`src/rtl/vdb_vga_pkg.sv`:
```
// Shared VGA types and helpers for the timing generator and the monitor model.
// The package holds only types, widths and constant functions; it has no latency or backpressure.
package vdb_vga_pkg;

    localparam int HCNT_W = 11;
    localparam int VCNT_W = 10;

    typedef enum logic {
        ST_IDLE = 1'b0,
        ST_RUN  = 1'b1
    } state_t;

    typedef struct packed {
        logic [7:0] r;
        logic [7:0] g;
        logic [7:0] b;
    } rgb_t;

    // One axis of VESA timing. Fields are sized for the wider horizontal axis.
    typedef struct packed {
        logic [HCNT_W-1:0] active;
        logic [HCNT_W-1:0] front_porch;
        logic [HCNT_W-1:0] sync;
        logic [HCNT_W-1:0] back_porch;
    } sync_t;

    function automatic sync_t mk_sync(input int act, input int fp, input int sw, input int bp);
        sync_t s;
        s.active      = HCNT_W'(act);
        s.front_porch = HCNT_W'(fp);
        s.sync        = HCNT_W'(sw);
        s.back_porch  = HCNT_W'(bp);
        return s;
    endfunction

    function automatic int sync_total(input sync_t s);
        return int'(s.active) + int'(s.front_porch) + int'(s.sync) + int'(s.back_porch);
    endfunction

endpackage

```
`src/rtl/vdb_vga_timing_gen_if.sv`:
```
// Pixel-request, pixel-return and monitor-facing signals of the VGA timing generator.
// Pure wiring: no latency; the source has no backpressure and must answer one cycle after req.
interface vdb_vga_timing_gen_if;
    import vdb_vga_pkg::*;

    logic              en;
    logic              req;
    logic [HCNT_W-1:0] req_x;
    logic [VCNT_W-1:0] req_y;
    logic              sof;
    logic              pix_valid;
    logic [23:0]       pix_data;
    logic [7:0]        r;
    logic [7:0]        g;
    logic [7:0]        b;
    logic              hsync;
    logic              vsync;
    logic              underflow;

    modport master (
        input  en, pix_valid, pix_data,
        output req, req_x, req_y, sof, r, g, b, hsync, vsync, underflow
    );

    modport slave (
        output en, pix_valid, pix_data,
        input  req, req_x, req_y, sof, r, g, b, hsync, vsync, underflow
    );

endinterface

```
`src/rtl/vdb_vga_sync_counter.sv`:
```
// One timing axis: wrapping position counter plus active and active-low sync decodes.
// Decodes are combinational from the count register; cnt_en stalls the count, clr forces it to 0.
module vdb_vga_sync_counter
    import vdb_vga_pkg::*;
#(
    parameter int    W      = HCNT_W,
    parameter sync_t TIMING = '0
) (
    input  logic         clk,
    input  logic         rst,
    input  logic         cnt_en,
    input  logic         clr,
    output logic [W-1:0] count,
    output logic         wrap,
    output logic         active,
    output logic         sync_n
);

    localparam int TOTAL      = sync_total(TIMING);
    localparam int SYNC_START = int'(TIMING.active) + int'(TIMING.front_porch);
    localparam int SYNC_END   = SYNC_START + int'(TIMING.sync);

    localparam logic [W-1:0] LAST_L  = W'(TOTAL - 1);
    localparam logic [W-1:0] ACT_L   = W'(TIMING.active);
    localparam logic [W-1:0] SSTRT_L = W'(SYNC_START);
    localparam logic [W-1:0] SEND_L  = W'(SYNC_END);

    logic [W-1:0] count_q;
    logic [W-1:0] count_d;

    always_comb begin
        count_d = count_q;
        if (clr) begin
            count_d = '0;
        end else if (cnt_en) begin
            count_d = (count_q == LAST_L) ? '0 : count_q + W'(1);
        end
    end

    always_ff @(posedge clk or posedge rst) begin
        if (rst) begin
            count_q <= '0;
        end else begin
            count_q <= count_d;
        end
    end

    assign count  = count_q;
    assign wrap   = cnt_en && (count_q == LAST_L);
    assign active = (count_q < ACT_L);
    assign sync_n = !((count_q >= SSTRT_L) && (count_q < SEND_L));

endmodule

```
`src/rtl/vdb_vga_timing_gen.sv`:
```
// VGA timing generator: issues one pixel request per active pixel, returns rgb/syncs 2 cycles later.
// No backpressure: a source that misses its slot yields a black pixel and sets sticky underflow.
module vdb_vga_timing_gen
    import vdb_vga_pkg::*;
#(
    parameter int HOR_ACT   = 640,
    parameter int HOR_FP    = 16,
    parameter int HOR_SYNC  = 96,
    parameter int HOR_BP    = 48,
    parameter int VERT_ACT  = 480,
    parameter int VERT_FP   = 11,
    parameter int VERT_SYNC = 2,
    parameter int VERT_BP   = 31
) (
    input  logic                  pixel_clk,
    input  logic                  rst,
    vdb_vga_timing_gen_if.master  bus
);

    localparam sync_t H_TIMING = mk_sync(HOR_ACT, HOR_FP, HOR_SYNC, HOR_BP);
    localparam sync_t V_TIMING = mk_sync(VERT_ACT, VERT_FP, VERT_SYNC, VERT_BP);
    localparam int    HTOT     = sync_total(H_TIMING);
    localparam int    VTOT     = sync_total(V_TIMING);

    if (HTOT > 2047 || VTOT > 1023 || HOR_ACT < 1 || HOR_ACT > 1024 ||
        VERT_ACT < 1 || VERT_ACT > 768 || HOR_FP < 0 || HOR_SYNC < 0 || HOR_BP < 0 ||
        VERT_FP < 0 || VERT_SYNC < 0 || VERT_BP < 0) begin : g_bad_cfg
        $fatal(1, "vdb_vga_timing_gen: timing parameters out of range");
    end

    state_t            state_q;
    state_t            state_d;
    logic              run;
    logic [HCNT_W-1:0] hcnt;
    logic [VCNT_W-1:0] vcnt;
    logic              h_wrap;
    logic              v_wrap;
    logic              h_act;
    logic              v_act;
    logic              hs_n;
    logic              vs_n;

    assign run = (state_q == ST_RUN);

    vdb_vga_sync_counter #(
        .W      (HCNT_W),
        .TIMING (H_TIMING)
    ) u_hcnt (
        .clk    (pixel_clk),
        .rst    (rst),
        .cnt_en (run),
        .clr    (!run),
        .count  (hcnt),
        .wrap   (h_wrap),
        .active (h_act),
        .sync_n (hs_n)
    );

    vdb_vga_sync_counter #(
        .W      (VCNT_W),
        .TIMING (V_TIMING)
    ) u_vcnt (
        .clk    (pixel_clk),
        .rst    (rst),
        .cnt_en (h_wrap),
        .clr    (!run),
        .count  (vcnt),
        .wrap   (v_wrap),
        .active (v_act),
        .sync_n (vs_n)
    );

    // v_wrap only fires on the last cycle of the last line, so it marks the frame end.
    always_comb begin
        state_d = state_q;
        case (state_q)
            ST_IDLE: if (bus.en)            state_d = ST_RUN;
            ST_RUN:  if (v_wrap && !bus.en) state_d = ST_IDLE;
            default:                        state_d = ST_IDLE;
        endcase
    end

    always_ff @(posedge pixel_clk or posedge rst) begin
        if (rst) begin
            state_q <= ST_IDLE;
        end else begin
            state_q <= state_d;
        end
    end

    logic req_c;
    assign req_c     = run && h_act && v_act;
    assign bus.req   = req_c;
    assign bus.req_x = hcnt;
    assign bus.req_y = vcnt;
    assign bus.sof   = run && (hcnt == '0) && (vcnt == '0);

    logic act1_q, act1_d;
    logic hs1_q, hs1_d;
    logic vs1_q, vs1_d;
    rgb_t rgb_q, rgb_d;
    logic hsync_q, hsync_d;
    logic vsync_q, vsync_d;
    logic underflow_q, underflow_d;

    // Syncs are forced inactive outside RUN so the pipeline drains to idle levels.
    always_comb begin
        act1_d      = req_c;
        hs1_d       = hs_n || !run;
        vs1_d       = vs_n || !run;
        rgb_d       = '0;
        hsync_d     = hs1_q;
        vsync_d     = vs1_q;
        underflow_d = underflow_q;
        if (act1_q) begin
            if (bus.pix_valid) begin
                rgb_d = rgb_t'(bus.pix_data);
            end else begin
                underflow_d = 1'b1;
            end
        end
    end

    always_ff @(posedge pixel_clk or posedge rst) begin
        if (rst) begin
            act1_q      <= 1'b0;
            hs1_q       <= 1'b1;
            vs1_q       <= 1'b1;
            rgb_q       <= '0;
            hsync_q     <= 1'b1;
            vsync_q     <= 1'b1;
            underflow_q <= 1'b0;
        end else begin
            act1_q      <= act1_d;
            hs1_q       <= hs1_d;
            vs1_q       <= vs1_d;
            rgb_q       <= rgb_d;
            hsync_q     <= hsync_d;
            vsync_q     <= vsync_d;
            underflow_q <= underflow_d;
        end
    end

    assign bus.r         = rgb_q.r;
    assign bus.g         = rgb_q.g;
    assign bus.b         = rgb_q.b;
    assign bus.hsync     = hsync_q;
    assign bus.vsync     = vsync_q;
    assign bus.underflow = underflow_q;

endmodule

```
`src/flat_wrapper.sv`:
```
// flat-port wrapper written by rule: the top's interface ports become plain ports
module vdb_vga_timing_gen_flat import vdb_vga_pkg::*;
#(
    parameter int HOR_ACT   = 640,
    parameter int HOR_FP    = 16,
    parameter int HOR_SYNC  = 96,
    parameter int HOR_BP    = 48,
    parameter int VERT_ACT  = 480,
    parameter int VERT_FP   = 11,
    parameter int VERT_SYNC = 2,
    parameter int VERT_BP   = 31
)
  (pixel_clk, rst, bus_en, bus_pix_valid, bus_pix_data, bus_req, bus_req_x, bus_req_y, bus_sof, bus_r, bus_g, bus_b, bus_hsync, bus_vsync, bus_underflow);
  vdb_vga_timing_gen_if bus_i ();
  input  logic pixel_clk;
  input  logic rst;
  input wire logic [$bits(bus_i.en)-1:0] bus_en;
  input wire logic [$bits(bus_i.pix_valid)-1:0] bus_pix_valid;
  input wire logic [$bits(bus_i.pix_data)-1:0] bus_pix_data;
  output wire logic [$bits(bus_i.req)-1:0] bus_req;
  output wire logic [$bits(bus_i.req_x)-1:0] bus_req_x;
  output wire logic [$bits(bus_i.req_y)-1:0] bus_req_y;
  output wire logic [$bits(bus_i.sof)-1:0] bus_sof;
  output wire logic [$bits(bus_i.r)-1:0] bus_r;
  output wire logic [$bits(bus_i.g)-1:0] bus_g;
  output wire logic [$bits(bus_i.b)-1:0] bus_b;
  output wire logic [$bits(bus_i.hsync)-1:0] bus_hsync;
  output wire logic [$bits(bus_i.vsync)-1:0] bus_vsync;
  output wire logic [$bits(bus_i.underflow)-1:0] bus_underflow;
  assign bus_i.en = bus_en;
  assign bus_i.pix_valid = bus_pix_valid;
  assign bus_i.pix_data = bus_pix_data;
  assign bus_req = bus_i.req;
  assign bus_req_x = bus_i.req_x;
  assign bus_req_y = bus_i.req_y;
  assign bus_sof = bus_i.sof;
  assign bus_r = bus_i.r;
  assign bus_g = bus_i.g;
  assign bus_b = bus_i.b;
  assign bus_hsync = bus_i.hsync;
  assign bus_vsync = bus_i.vsync;
  assign bus_underflow = bus_i.underflow;
  vdb_vga_timing_gen #(.HOR_ACT(HOR_ACT), .HOR_FP(HOR_FP), .HOR_SYNC(HOR_SYNC), .HOR_BP(HOR_BP), .VERT_ACT(VERT_ACT), .VERT_FP(VERT_FP), .VERT_SYNC(VERT_SYNC), .VERT_BP(VERT_BP)) u_core (.pixel_clk(pixel_clk), .rst(rst), .bus(bus_i));
endmodule
```
`config.mk`:
```
export PLATFORM = sky130hd
export DESIGN_NAME = vdb_vga_timing_gen_flat
export DESIGN_NICKNAME = d
export VERILOG_FILES = /design/src/rtl/vdb_vga_pkg.sv /design/src/rtl/vdb_vga_timing_gen_if.sv /design/src/rtl/vdb_vga_sync_counter.sv /design/src/rtl/vdb_vga_timing_gen.sv /design/src/flat_wrapper.sv
export SDC_FILE = /design/constraint.sdc
export NUM_CORES = 1
export LEC_CHECK = 0
export ABC_AREA = 1
export BUFFER_PORTS_ARGS = -buffer_cell sky130_fd_sc_hd__buf_2
export CAP_MARGIN = 20
export CORE_MARGIN = 1.5
export CORE_UTILIZATION = 30
export CTS_BUF_LIST = sky130_fd_sc_hd__clkbuf_2 sky130_fd_sc_hd__clkbuf_4 sky130_fd_sc_hd__clkbuf_8
export CTS_CLUSTER_SIZE = 40
export DETAILED_ROUTE_END_ITERATION = 8
export PLACE_DENSITY_LB_ADDON = 0.1
export SLEW_MARGIN = 15
export SYNTH_ARGS = -nofsm -noshare
export SYNTH_HDL_FRONTEND = slang
export SYNTH_SLANG_ARGS = --single-unit
```
`constraint.sdc`:
```
create_clock -name pixel_clk -period 2.8 [get_ports pixel_clk]
set_input_delay 0.14 -clock pixel_clk [delete_from_list [all_inputs] [get_ports pixel_clk]]
set_output_delay 0.14 -clock pixel_clk [all_outputs]
set_load 0.02 [all_outputs]
```
## Word-level counts from Yosys, hierarchy flattened

Cells that the tools add are included.

| word-level totals | value |
|---|---|
| register bits after elaboration | 52 |
| input port bits | 28 |
| logic and storage cells | 53 |
| output and inout bits | 50 |

| cells by class | value |
|---|---|
| multiplexer cells | 10 |
| add/sub/neg operators | 2 |
| eq/ne operators | 3 |
| $lt $le $gt $ge | 6 |
| reduce and logical (&&, ||, !) cells | 18 |
| bitwise logic cells | 2 |

Operators by type and width:

| cell | number |
|---|---|
| 24-bit two-way mux | 2 |
| 10-bit two-way mux | 3 |
| 11-bit by 10-bit < comparator with 1-bit output (second input constant) | 2 |
| 11-bit two-way mux | 2 |
| 10-bit by 9-bit < comparator with 1-bit output (second input constant) | 2 |
| 11-bit by 1-bit adder with 11-bit output (second input constant) | 1 |
| 11-bit by 10-bit == test with 1-bit output (second input constant) | 1 |
| 11-bit by 10-bit >= comparator with 1-bit output (second input constant) | 1 |
| 11-bit zero test | 1 |
| 10-bit by 1-bit adder with 10-bit output (second input constant) | 1 |
| 10-bit == test (second input constant) | 1 |
| 10-bit by 9-bit >= comparator with 1-bit output (second input constant) | 1 |
| 10-bit zero test | 1 |
| 1-bit logical AND | 9 |
| 1-bit zero test | 4 |
| 1-bit logical OR | 2 |
| 1-bit two-way mux | 2 |
| 2-bit != test (second input constant) | 1 |
| 1-bit inverter | 2 |
| 1-bit one-hot mux with 2 select lines | 1 |
| 2-bit AND reduction | 1 |

## Longest topological paths before layout

| depth | value |
|---|---|
| depth after elaboration | 6 |
| depth in mapped cells | 8 |
| mapped depth without buffers | 8 |

## Hierarchy

A second synthesis with hierarchy kept.

| second synthesis, totals | value |
|---|---|
| cells, all modules | 306 |
| area, all modules | 2513.7 µm² |

By module, submodules not included:

| module | times used | sequential area each (µm²) | cells an instance | area an instance (µm²) |
|---|---|---|---|---|
| vdb_vga_timing_gen | 1 | 780.7 | 110 | 1117.3 |
| vdb_vga_sync_counter (u_core.u_hcnt) | 1 | 275.3 | 102 | 720.7 |
| vdb_vga_sync_counter (u_core.u_vcnt) | 1 | 250.2 | 94 | 675.6 |

## Worst setup path before layout

Ideal clock, no wire load.

| path | value |
|---|---|
| path kind | flip-flop to output port |
| from | register u_core.u_vcnt.count_q[0] (netlist: u_core.u_vcnt.count[0]) |
| to | output port bus_sof |
| path buffers | 0 |
| slack | 1.198 ns |
| data required time | 2.660 ns |
| cell stages (with the launch flop) | 6 |
| data arrival time | 1.462 ns |
| path through | dfrtp_1 > inv_1 > ha_1 > nor4b_1 > nand2_1 > nor3_1 |

| on the way | value |
|---|---|
| longest elaborated chain between the ends | 2 |

RTL lines:

| element | line | source |
|---|---|---|
| from (decl) | vdb_vga_sync_counter.sv:28 | `logic [W-1:0] count_q;` |
| from (signal assigned) | vdb_vga_sync_counter.sv:44 | `count_q <= count_d;` |
| 10-bit zero test | vdb_vga_timing_gen.sv:96 | `assign bus.sof = run && (hcnt == '0) && (vcnt == '0);` |
| 1-bit logical AND | vdb_vga_timing_gen.sv:96 |  |
| to (decl) | flat_wrapper.sv:23 | `output wire logic [$bits(bus_i.sof)-1:0] bus_sof;` |

Every way passes these cells.

## Worst setup path after layout

Same ends and word-level chain as after synthesis.

==> results.md <==
- Area delta synth->final: 26.3%
- Row count: 31
- Non-filler cells, final: 441
- Status: finished clean
- Clock transition at the registers of the reported paths: 0.10 ns
- Max cap viols: 0
- Seq cells post-synth: 52
- CP Launch Point: u_core.u_vcnt.count[0]
- Largest delay contributor family on the critical path: simple AND/OR/NAND/NOR gates
- Cell taking the most area after synthesis: dfrtp_1
- Mapped Nets: 291
- Initial antenna violation count: 0
- CTS Sinks: 52
- Hold path cells: 2
- TritonCTS clock tree: yes
- Remaining antenna violation count after routing: 0
- Initial core utilization: 31.4%
- Main flop type after synthesis: dfrtp_1
- Mapped Cells: 258
- Power Density: 452 mW/mm2
- Final Hold Vio Count: 0
- Critical Path Max Stage Delay: 0.47 ns
- Unrepaired setup endpoints after global routing: no
- Layout cell share with drive strength beyond 1: 30.1%
- Max-slew violation count: 0
- Global route total overflow: 0
- M1 WL: 2500 um
- First-pass GRT wire length: 8630 um
- ANT cells: 0
- Max layer used: met4
- Worst-path maximum fanout: 7
- Vias: 1880
- Vias per Instance: 4.26
- Clk_lat worst skew: 0.31 ns
- Pre-antenna DRT Iters: 4
- F_max: 517 MHz
- Final nets: 374
- Vias in the first global route: 1769
- FF-to-FF path depth: 6
- Fin worst setup slack: 0.867 ns
- Drt drc: 0
- DR WL/cell: 11.8 um
- Synthesis Warnings: 0
- Worst Skew: 0.00444 ns
- Reg2Reg Launch Point: u_core.u_hcnt.count[0]
- Sequential area share after synthesis: 56.7%
- # IOs: 78
- Leak pwr: 0.00163 uW
- Post-layout minimum cycle time: 1.93 ns
- # setup viols final: 0
- Setup CP Type: flip-flop to primary output
- Capture point of the critical path: bus_sof
- Period Utilization, post-route: 69.0%
- Worst path buffer plus inverter count: 2
- Core Area: 0.00733 mm2
- Yosys top cell area share: 52.1%
- Critical path cell sequence: inv_1 -> ha_1 -> nor4b_1 -> nand2_1 -> nor3_1 -> buf_2
- CTS Buffer Depth: 2
- CP Data Required Time: 2.66 ns
- Most common cell in the netlist: dfrtp_1
- Clock Root Buffer: clkbuf_8
- Startpoint types: flip-flop
- RR Endpoint: u_core.u_vcnt.count[8]
- Worst relative slew slack: 47.7%
- DP HPWL: 3800 um
- VDD IR max: 0.154 mV
- Die area: 0.00821 mm2
- Pre-CTS worst setup slack: 0.967 ns
- Async S/R FF share, synth: 100%
- TritonCTS buffer count: 5
- Critical Path End Type: primary output
- Worst hold path type: primary input to flip-flop
- Post-synth cell types: 29
- Post-synth top cells: dfrtp_1, inv_1, nor2_1
- Filler instances: 755
- CP max stage cell: dfrtp_1
- Multi-input combinational cell area: 793 um2
- Top post-synthesis cells by area: dfrtp_1, inv_1, nor2_1
- Crit path arrival time: 1.79 ns
- Chip Width: 90.6 um
- R2r setup slk: 1.00 ns
- Post-synth EDFFs: 0
- Die Height: 90.6 um
- Crit path depth: 6
- Sequential cell area: 0.00131 mm2
- DR WL met2: 2240 um
- Largest net degree at the start of global routing: 34
- H-Tree Depth: 2
- Placed Cells incl. Taps: 431
- Final WL: 5210 um
- Worst-margin pin slew: 0.782 ns
- TNS Setup: 0 ns
- Initial drt markers: 39
- RePlAce Congestion: 0.776
- Synthesized area: 0.00230 mm2
- Avg Cell Area, Syn: 8.93 um2
- WL met3: 402 um
- Global Route Usage Sum: 13.2%
- IO buf count: 77
==> flip-flops by register name (all words and copies together), names as in the netlist <==
register	cells
u_core.hs1_q	1
u_core.act1_q	1
u_core.u_hcnt.count	11
u_core.bus.g	8
u_core.bus.vsync	1
u_core.bus.r	8
u_core.run	1
u_core.bus.hsync	1
u_core.bus.underflow	1
u_core.u_vcnt.count	10
u_core.vs1_q	1
u_core.bus.b	8
==> through the flow <==
step	util, %	cell area, um2	hold slack [ns]	power (uW)
final	39.7	2910	0.0122	1320
after detailed placement	38.1	2800	0.159	884
after CTS	39.7	2910	0.00719	1340
after floorplan	-	2300	0.236	839
after global placement	38.1	2800	0.163	884
after global routing	39.7	2910	0.00246	1380
==> worst reg2reg max path, delay by kind of cell (launching register included) <==
family	cells	cell delay, ns
adder cells (fa/ha/maj)	1	0.26
AO/OA/AOI/OAI	1	0.08
flip-flops	1	0.44
AND/OR/NAND/NOR	4	0.94
==> metal layers <==
metal,global-route usage (%),vias up
met1,17.7,844
met5,0,-
met3,3.87,7
met4,4.76,0
li1,-,965
met2,20.1,64
==> cell families (layout without fill, tap and decap cells) <==
| logic type | after synthesis | in the layout | share of synthesized area [%] |
|---|---|---|---|
| xor+xnor | 6 | 6 | 2.28 |
| simple gates | 121 | 121 | 23.8 |
| flops | 52 | 52 | 56.7 |
| buf+inv | 52 | 136 | 8.85 |
| fa+ha+maj | 5 | 5 | 2.72 |
| compound gates | 22 | 22 | 5.65 |
==> cells in the final DEF, fill, tap and decap left out, types with 2 or more instances in the layout <==
cell type	instances
buf_2	77
dfrtp_1	48
nor2_1	47
inv_1	46
nand2_1	40
nand3_1	11
nand4_1	7
o21ai_1	7
a21oi_1	6
nor3_1	6
ha_1	5
clkbuf_8	5
xor2_1	4
dfstp_2	4
nor2_4	3
o21ai_0	3
nand4_2	2
inv_2	2
nor2_2	2
o21ai_2	2
xnor2_1	2
dlygate4sd3_1	2
==> cell type report <==
type / instances / share of cell area (%)
clock inverters: 2 / 0.559
repair buffers: 80 / 14.2
inverters: 48 / 6.19
clock buffers: 6 / 2.62
flip-flops and latches: 52 / 44.9
well taps: 99 / 4.26
multi-input cells: 154 / 27.3
==> worst min path at each step <==
stage                              from                   end
after floorplan           bus_pix_valid  u_core.bus.underflow
final                     bus_pix_valid  u_core.bus.underflow
after CTS                 bus_pix_valid  u_core.bus.underflow
after global placement              rst       u_core.bus.b[2]
after detailed placement            rst       u_core.bus.b[7]
after global routing      bus_pix_valid  u_core.bus.underflow
==> report_power, final <==
part,switching [uW],total (uW),internal (uW)
clock network,259,447,188
logic,62.2,96.9,34.7
registers,3.78,772,768
total,325,1320,991
==> what timing repair did <==
action                                 CTS  global route
endpoints found under the hold margin   20             0
hold buffers                             2             0
setup endpoints to repair                0             0
gates resized for setup                  0             0
setup buffers                            0             0
Power figures use the tool's default switching activity.
